==> config.mk <==
export PLATFORM = sky130hd
export DESIGN_NAME = ultrasonic_ranger
export DESIGN_NICKNAME = d
export VERILOG_FILES = /design/src/rtl/ultrasonic_ranger.sv
export SDC_FILE = /design/constraint.sdc
export NUM_CORES = 1
export LEC_CHECK = 0
export CAP_MARGIN = 25
export CORE_MARGIN = 1
export CORE_UTILIZATION = 35
export CTS_CLUSTER_SIZE = 40
export DETAILED_ROUTE_END_ITERATION = 10
export PLACE_DENSITY_LB_ADDON = 0.08
export SLEW_MARGIN = 10
export SYNTH_ARGS = -nofsm -noshare
export SYNTH_HDL_FRONTEND = slang
export SYNTH_SLANG_ARGS = --single-unit
==> constraint.sdc <==
create_clock -name CLK_IN -period 5.2 [get_ports CLK_IN]
set_input_delay 0.52 -clock CLK_IN [delete_from_list [all_inputs] [get_ports CLK_IN]]
set_output_delay 0.52 -clock CLK_IN [all_outputs]
set_load 0.005 [all_outputs]
==> src/rtl/ultrasonic_ranger.sv <==
// ultrasonic_ranger
// Ranging controller for an HC-SR04-class ultrasonic sensor. It samples the
// 1 MHz divided clock, issues the trigger pulse, times the echo in
// microseconds, converts the echo width to centimetres by counting 58 us
// slices, and publishes one distance result per measurement cycle.
//
// Ports:
//   CLK_IN   in   system clock, all logic on posedge
//   RST_N    in   asynchronous active-low reset
//   TICK_CLK in   1 MHz divided clock, each rising edge = 1 us
//   START    in   level; a measurement begins whenever START=1 in IDLE
//   ECHO     in   sensor echo, asynchronous to CLK_IN
//   TRIG     out  sensor trigger (registered)
//   BUSY     out  high in every state except IDLE (registered)
//   DIST_CM  out  last result in cm, all ones on timeout, held between results
//   VALID    out  one-cycle pulse when DIST_CM/TIMEOUT update
//   TIMEOUT  out  1 = last result was a timeout, held with DIST_CM
module ultrasonic_ranger #(
   parameter int unsigned TRIG_US    = 10,
   parameter int unsigned TIMEOUT_US = 30000,
   parameter int unsigned PERIOD_US  = 60000,
   parameter int unsigned DIST_W     = 16
) (
   input  logic              CLK_IN,
   input  logic              RST_N,
   input  logic              TICK_CLK,
   input  logic              START,
   input  logic              ECHO,
   output logic              TRIG,
   output logic              BUSY,
   output logic [DIST_W-1:0] DIST_CM,
   output logic              VALID,
   output logic              TIMEOUT
);

   localparam int unsigned PHASE_MAX = (TIMEOUT_US > TRIG_US) ? TIMEOUT_US : TRIG_US;
   localparam int unsigned PHASE_W   = $clog2(PHASE_MAX + 1);
   localparam int unsigned PERIOD_W  = $clog2(PERIOD_US + 1);
   localparam int unsigned SUB_W     = 6;

   localparam logic [PHASE_W-1:0]  TRIG_END    = PHASE_W'(TRIG_US);
   localparam logic [PHASE_W-1:0]  TIMEOUT_END = PHASE_W'(TIMEOUT_US);
   localparam logic [PERIOD_W-1:0] PERIOD_END  = PERIOD_W'(PERIOD_US);
   // 58 us of round-trip echo per centimetre
   localparam logic [SUB_W-1:0]    SUB_LAST    = SUB_W'(57);
   localparam logic [DIST_W-1:0]   CM_SAT      = {{(DIST_W-1){1'b1}}, 1'b0};

   typedef enum logic [2:0] {
      S_IDLE,
      S_TRIG,
      S_WAIT_ECHO,
      S_MEASURE,
      S_HOLDOFF
   } state_t;

   state_t state, state_nx;

   logic tick_meta, tick_sync, tick_prev;
   logic echo_meta, echo_sync, echo_prev;
   logic tick_c, echo_rise_c, echo_fall_c;

   logic [PERIOD_W-1:0] period_cnt, period_nx;
   logic [PHASE_W-1:0]  phase_cnt, phase_nx, phase_inc_c;
   logic [SUB_W-1:0]    sub_cnt, sub_nx;
   logic [DIST_W-1:0]   cm_cnt, cm_nx;
   logic [DIST_W-1:0]   dist_nx;
   logic                timeout_nx;
   logic                valid_nx;

   // Two-flop synchronizers plus a previous-value flop for edge detection
   always_ff @(posedge CLK_IN or negedge RST_N) begin
      if (!RST_N) begin
         tick_meta <= 1'b0;
         tick_sync <= 1'b0;
         tick_prev <= 1'b0;
         echo_meta <= 1'b0;
         echo_sync <= 1'b0;
         echo_prev <= 1'b0;
      end else begin
         tick_meta <= TICK_CLK;
         tick_sync <= tick_meta;
         tick_prev <= tick_sync;
         echo_meta <= ECHO;
         echo_sync <= echo_meta;
         echo_prev <= echo_sync;
      end
   end

   assign tick_c      = tick_sync & ~tick_prev;
   assign echo_rise_c = echo_sync & ~echo_prev;
   assign echo_fall_c = ~echo_sync & echo_prev;
   assign phase_inc_c = phase_cnt + PHASE_W'(1);

   // Next-state, counter and result logic
   always_comb begin
      state_nx   = state;
      period_nx  = period_cnt;
      phase_nx   = phase_cnt;
      sub_nx     = sub_cnt;
      cm_nx      = cm_cnt;
      dist_nx    = DIST_CM;
      timeout_nx = TIMEOUT;
      valid_nx   = 1'b0;

      // Trigger-to-trigger spacing runs across every active state
      if ((state != S_IDLE) && tick_c && (period_cnt != PERIOD_END)) begin
         period_nx = period_cnt + PERIOD_W'(1);
      end

      case (state)
         S_IDLE: begin
            if (START) begin
               state_nx  = S_TRIG;
               period_nx = '0;
               phase_nx  = '0;
            end
         end

         S_TRIG: begin
            if (tick_c) begin
               phase_nx = phase_inc_c;
               if (phase_inc_c == TRIG_END) begin
                  state_nx = S_WAIT_ECHO;
                  phase_nx = '0;
               end
            end
         end

         S_WAIT_ECHO: begin
            if (tick_c) begin
               phase_nx = phase_inc_c;
            end
            // An echo already high on entry never produces a rising edge here
            if (echo_rise_c) begin
               state_nx = S_MEASURE;
               phase_nx = '0;
               sub_nx   = '0;
               cm_nx    = '0;
            end else if (tick_c && (phase_inc_c == TIMEOUT_END)) begin
               state_nx   = S_HOLDOFF;
               dist_nx    = '1;
               timeout_nx = 1'b1;
               valid_nx   = 1'b1;
            end
         end

         S_MEASURE: begin
            // A tick coinciding with the falling edge is counted before the result is taken
            if (tick_c) begin
               phase_nx = phase_inc_c;
               if (sub_cnt == SUB_LAST) begin
                  sub_nx = '0;
                  if (cm_cnt != CM_SAT) begin
                     cm_nx = cm_cnt + DIST_W'(1);
                  end
               end else begin
                  sub_nx = sub_cnt + SUB_W'(1);
               end
            end
            if (echo_fall_c) begin
               state_nx   = S_HOLDOFF;
               dist_nx    = cm_nx;
               timeout_nx = 1'b0;
               valid_nx   = 1'b1;
            end else if (tick_c && (phase_inc_c == TIMEOUT_END)) begin
               state_nx   = S_HOLDOFF;
               dist_nx    = '1;
               timeout_nx = 1'b1;
               valid_nx   = 1'b1;
            end
         end

         S_HOLDOFF: begin
            if (period_cnt == PERIOD_END) begin
               state_nx = S_IDLE;
            end
         end

         default: begin
            state_nx = S_IDLE;
         end
      endcase
   end

   // State and datapath registers
   always_ff @(posedge CLK_IN or negedge RST_N) begin
      if (!RST_N) begin
         state      <= S_IDLE;
         period_cnt <= '0;
         phase_cnt  <= '0;
         sub_cnt    <= '0;
         cm_cnt     <= '0;
      end else begin
         state      <= state_nx;
         period_cnt <= period_nx;
         phase_cnt  <= phase_nx;
         sub_cnt    <= sub_nx;
         cm_cnt     <= cm_nx;
      end
   end

   // Registered outputs, decoded from the next state so they line up with it
   always_ff @(posedge CLK_IN or negedge RST_N) begin
      if (!RST_N) begin
         TRIG    <= 1'b0;
         BUSY    <= 1'b0;
         DIST_CM <= '0;
         VALID   <= 1'b0;
         TIMEOUT <= 1'b0;
      end else begin
         TRIG    <= (state_nx == S_TRIG);
         BUSY    <= (state_nx != S_IDLE);
         DIST_CM <= dist_nx;
         VALID   <= valid_nx;
         TIMEOUT <= timeout_nx;
      end
   end

endmodule

==> results.cfg, run 1 <==
[routing]
avgRoutedWirePerCell_um = 16.0
drc = 0
drtPass1Iterations = 4
via_per_inst = 5.34
drtIter0Drc = 206
ant_nets = 0
vias = 3740
drt_wl_total_mm = 11.2

[worst_setup_path]
path_cells = nand3_1 > or3_1 > a221o_1 > nor4_2 > and3_1 > or2_4 > a2bb2oi_1
r2r-end = DIST_CM[3]$_DFFE_PN0P_
start_kind = register
endpoint_kind = register
crit_fanout = 20
r2r_cells = 7
worstSetupPathType = reg -> reg
slowest_stage = dfrtp_1
r2r_start = phase_cnt[2]$_DFFE_PN0P_
cp_data_arrival_time_ns = 3.15
cpPeakStageDelay_ns = 0.54
cp.required_ns = 5.46
r2r_setup_slack_ns = 2.30

[clock_network]
postCtsHoldBufs = 0
cts_tree = done
cts_setup_buffers = 0
clk_pin_slew_ns = 0.07
cts-buffers-inserted = 9
worstSkewPairLatency_ns = 0.34
htreeDepth = 3
cts_buffer_depth = 2
cts_num_sinks = 82
cts-resized-gates = 0
cts_root_buf = clkbuf_16

[sta]
setup_viol = 0
maxSlewHeadroom = 0.378
drv_slew = 0
hold_violations = 0
post-route-period-util = 0.557
tightest_slew_ns = 0.920
rsz0062_at_grt = no
skew_ns = 0.00795
setup_tns_ns = 0
hold_slack_ns = 0.0828
timing.final.crit_period_ns = 2.90
fmax_ghz = 0.345

[placed_design]
port_buffers = 24
place.gp.congestion = 0.864
dpl.cell_count = 685
dp_hpwl_mm = 7.82

[logic_synthesis]
syn-cell-area_um2 = 4740
syn-num-nets = 523
synth-seq-area-share = 0.433
syn_area_per_cell_um2 = 9.31
ys_types = 62
synth_cells = 509
synth-main-ff-cell = dfrtp_1
ys_seq_elements = 82
yosys_warnings = 0
synthArstFlopShare = 1.00
synth_edf_count = 0

[finish]
syn_to_final_growth_pct = 13.1
final_core_util = 0.405
fin_nets = 534
num_antenna_cells = 0
layout-drive-gt1-share = 0.0782
stdcell_count = 700

[pwr]
ir_drop_v = 0.000149
fin_total_pwr_w = 0.00207
power_density_nw_per_um2 = 386
cellLeakagePower_nw = 2.12

[floorplanning]
die_y_um = 118
die_w_um = 118
die_area_um2 = 14000
io_pins = 25
fp-row-count = 42
core-area_um2 = 13200
initial_core_util = 0.358

[global_routing]
overflow = 0
antenna_found_initial = 0
grt_pass1_wl_mm = 18.8
use_met2 = 0.245
grt-busiest-layer = met1
grt_max_degree = 61
track_usage = 0.169
grt_pass1_vias = 3547
use_met1 = 0.251
met3_usage = 0.0304

[run_status]
status = completed

[min_path]
hold_path.class = in -> async

[flow_run]
maxCapViolations = 0
cell usage in the layout, fill, tap and decap left out, drive strengths merged, types with 2 or more instances in the layout:
| cell type | instances |
|---|---|
| nor4b | 4 |
| and3 | 8 |
| o22ai | 4 |
| nor2b | 8 |
| nor3 | 11 |
| inv | 13 |
| o21ai | 47 |
| a211oi | 5 |
| nor2 | 45 |
| a2bb2oi | 17 |
| o31ai | 8 |
| nand2 | 52 |
| nor4 | 3 |
| ha | 9 |
| o221ai | 2 |
| nand4 | 13 |
| clkinvlp | 3 |
| dfrtp | 82 |
| xor2 | 23 |
| mux2i | 2 |
| nand3 | 24 |
| or2 | 2 |
| and4 | 5 |
| a31oi | 12 |
| buf | 3 |
| a21oi | 22 |
| and2 | 9 |
| xnor2 | 14 |
| a21o | 3 |
| or3 | 7 |
| nand2b | 7 |
| clkdlybuf4s50 | 23 |
| clkbuf | 10 |
| o211ai | 4 |
routing by layer:
metal  vias to the layer above  wire length, µm
met3                        10              488
met5                         -                0
met4                         0              152
met2                        90             4760
met1                      1778             5770
li1                       1862                -
metrics by stage:
step / setup slack (ns) / instance area (µm²)
finish: 2.30 / 5360
global route: 2.08 / 5360
CTS: 2.30 / 5360
detailed placement: 2.32 / 5080
global placement: 2.32 / 5080
floorplan: 2.85 / 4740
how the worst max path moves through the flow:
stage,slack [ns],start,to
floorplan,2.85,phase_cnt[0]$_DFFE_PN0P_,DIST_CM[10]$_DFFE_PN0P_
global placement,2.32,phase_cnt[2]$_DFFE_PN0P_,DIST_CM[4]$_DFFE_PN0P_
detailed placement,2.32,phase_cnt[2]$_DFFE_PN0P_,DIST_CM[4]$_DFFE_PN0P_
CTS,2.30,phase_cnt[2]$_DFFE_PN0P_,DIST_CM[3]$_DFFE_PN0P_
global route,2.08,phase_cnt[2]$_DFFE_PN0P_,DIST_CM[4]$_DFFE_PN0P_
finish,2.30,phase_cnt[2]$_DFFE_PN0P_,DIST_CM[3]$_DFFE_PN0P_
kinds of logic after synthesis:
| kind of cell | share of synthesized area |
|---|---|
| xor gates and xnor gates | 0.0684 |
| buffers and inverters | 0.0372 |
| AOI/OAI and AO/OA | 0.191 |
| and+or+nand+nor | 0.239 |
| adders and majority gates | 0.0238 |
| muxes | 0.00739 |
| DFF | 0.433 |
report_power, final:
group          switching (W)  internal [W]
Sequential          0.000154      0.000770
Clock               0.000266      0.000336
Combinational       0.000259      0.000282
cells in the mapped netlist (9+ instances only):
cell type,n,area share
inv_1,12,0.0095
ha_1,9,0.024
nor2_1,45,0.036
clkbuf_1,16,0.013
a21oi_1,22,0.023
a2bb2oi_2,9,0.029
dfrtp_1,82,0.43
a31oi_1,12,0.016
and2_1,9,0.012
nand3_1,24,0.025
xor2_1,23,0.043
nand4_1,11,0.015
nand2_1,52,0.041
o21ai_0,42,0.044
xnor2_1,14,0.026
critical path, delay by kind of cell (launching register included):
kind	cells	cell delay, ns
simple gates	5	1.72
compound gates	2	0.55
flops	1	0.54
layout make-up:
cell class,instances,area [µm²]
repair buffers,26,253
clock buffers,10,239
inverters,12,45.0
flip-flops and latches,82,2050
clock inverters,5,40.0
fillers,1334,7880
well taps,176,220
multi-input cells,389,2510
sequential cells by signal, indices dropped and copies added, names as in the netlist:
| name | cells |
|---|---|
| BUSY | 1 |
| DIST_CM | 16 |
| TIMEOUT | 1 |
| TRIG | 1 |
| VALID | 1 |
| cm_cnt | 16 |
| echo_meta | 1 |
| echo_prev | 1 |
| echo_sync | 1 |
| period_cnt | 16 |
| phase_cnt | 15 |
| state | 3 |
| sub_cnt | 6 |
| tick_meta | 1 |
| tick_prev | 1 |
| tick_sync | 1 |
Note: power is estimated with default switching activity, not from simulation.
==> run 2: changes to the inputs <==
==> constraint.sdc (replaced) <==
create_clock -name CLK_IN -period 2.8 [get_ports CLK_IN]
set_input_delay 0.28 -clock CLK_IN [delete_from_list [all_inputs] [get_ports CLK_IN]]
set_output_delay 0.28 -clock CLK_IN [all_outputs]
set_load 0.005 [all_outputs]
==> run 2 against run 1 <==
Compared with the run above:
- utilization increased by 1.4 points
- sequential power increased by 83%
- clock power increased by 110%
- clock skew increased by 0.0032 ns
- critical path type unchanged
==> results.cfg, run 2 (synthesis gave the netlist of run 1 again) <==
[run_status]
status = completed

[clock_network]
htreeDepth = 3
worstSkewPairLatency_ns = 0.35
cts_tree = done
cts_buffer_depth = 2
cts_root_buf = clkbuf_16
cts_num_sinks = 82
cts-buffers-inserted = 9
cts_setup_buffers = 0
clk_pin_slew_ns = 0.07

[floorplanning]
die_y_um = 118
die_area_um2 = 14000
io_pins = 25
core-area_um2 = 13200
fp-row-count = 42
initial_core_util = 0.358
die_w_um = 118

[sta]
fmax_ghz = 0.390
skew_ns = 0.0112
drv_slew = 0
fin_ws_ns = 0.238
hold_violations = 0
timing.final.crit_period_ns = 2.56
maxSlewHeadroom = 0.614
tightest_slew_ns = 0.578
post-route-period-util = 0.915
setup_tns_ns = 0
setup_viol = 0
hold_slack_ns = 0.347

[worst_setup_path]
cp.required_ns = 3.07
r2r_setup_slack_ns = 0.24
r2r_start = phase_cnt[0]$_DFFE_PN0P_
crit_fanout = 10
cpPeakStageDelay_ns = 0.48
worstSetupPathType = reg -> reg
r2r_cells = 7
start_kind = register
path_cells = nand3_2 > or3_1 > a221o_1 > nor4_2 > and3_1 > or2_4 > a2bb2oi_1
cp_data_arrival_time_ns = 2.83
r2r-end = DIST_CM[1]$_DFFE_PN0P_
slowest_stage = dfrtp_1
endpoint_kind = register

[pwr]
pwr-share-comb = 0.274
ir_drop_v = 0.000387
p_seq_frac = 0.418
cellLeakagePower_nw = 2.22
pwr-share-clk = 0.308
power_density_nw_per_um2 = 732
netSwitchingPower_w = 0.00135
intPower_w = 0.00270
switching_share = 0.333

[min_path]
min_to = echo_sync$_DFF_PN0_
holdPathStages = 0
hold_start = echo_meta$_DFF_PN0_
hold_path.class = reg -> reg

[global_routing]
overflow = 0
antenna_found_initial = 0
track_usage = 0.179
grt_pass1_wl_mm = 19.7
grt_max_degree = 41
grt_pass1_vias = 3710

[routing]
vias = 3888
drtPass1Iterations = 5
drc = 0
via_per_inst = 5.42
avgRoutedWirePerCell_um = 16.4
drtIter0Drc = 289
drt_wl_total_mm = 11.8
ant_nets = 0

[finish]
fin_nets = 551
fin_area_um2 = 5540
syn_to_final_growth_pct = 16.9
final_common_cell = dfrtp_1
layout-drive-gt1-share = 0.116
reg.largest.list = DIST_CM x16, cm_cnt x16, period_cnt x16
final_cell_mix = 82 x dfrtp_1, 52 x nand2_1, 44 x nor2_1, 42 x o21ai_0
num_antenna_cells = 0

[placed_design]
port_buffers = 24
dp_hpwl_mm = 8.15
dpl_cell_area_um2 = 5190
dp_slack_ns = 0.0989
place.gp.congestion = 0.904

[flow_run]
maxCapViolations = 0
run 2: repair_timing:
item	CTS	global route
hold buffers	1	0
endpoints found under the setup margin	0	21
resized for setup	0	6
hold endpoints to repair	38	0
run 2: worst max-delay path by stage:
stage	start	end	slack, ns	cells past startpoint
2_1_floorplan	phase_cnt[0]$_DFFE_PN0P_	DIST_CM[10]$_DFFE_PN0P_	0.45	11
3_3_place_gp	phase_cnt[0]$_DFFE_PN0P_	TRIG$_DFF_PN0_	0.18	8
3_5_place_dp	phase_cnt[0]$_DFFE_PN0P_	DIST_CM[1]$_DFFE_PN0P_	0.1	8
4_1_cts	phase_cnt[0]$_DFFE_PN0P_	DIST_CM[1]$_DFFE_PN0P_	0.05	8
5_1_grt	phase_cnt[0]$_DFFE_PN0P_	DIST_CM[1]$_DFFE_PN0P_	-0.006	8
6_report	phase_cnt[0]$_DFFE_PN0P_	DIST_CM[1]$_DFFE_PN0P_	0.24	7
run 2: cell type report:
| type | count | area, µm² |
|---|---|---|
| clock buffer | 9 | 225 |
| clock inverter | 7 | 80.1 |
| fill | 1337 | 7700 |
| inverter | 12 | 45.0 |
| multi-input combinational | 390 | 2540 |
| sequential | 82 | 2050 |
| tap | 176 | 220 |
| timing repair buffer | 42 | 375 |
run 2: power groups by stage:
stage          Combinational [W]  Clock [W]  Sequential, W
2_1_floorplan           0.000715          0        0.00164
3_3_place_gp             0.00109          0        0.00170
3_5_place_dp             0.00111          0        0.00171
4_1_cts                  0.00111    0.00129        0.00169
5_1_grt                  0.00124    0.00133        0.00174
6_report                 0.00111    0.00125        0.00169
run 2: stage by stage:
stage	std cells	power [W]	util
CTS	717	0.00409	0.416
global route	718	0.00431	0.418
floorplan	509	0.00235	-
detailed placement	700	0.00281	0.392
finish	718	0.00405	0.418
global placement	700	0.00280	0.392
run 2: critical path: cells and delay by family (launching register included):
| kind | cells | cell delay (ns) |
|---|---|---|
| AO/OA/AOI/OAI | 2 | 0.58 |
| AND/OR/NAND/NOR | 5 | 1.41 |
| flip-flops | 1 | 0.48 |
run 2: layer usage:
metal	track usage	share of wire
met5	0	0
met4	0.0601	0.014
met3	0.0487	0.052
met2	0.261	0.43
met1	0.254	0.50
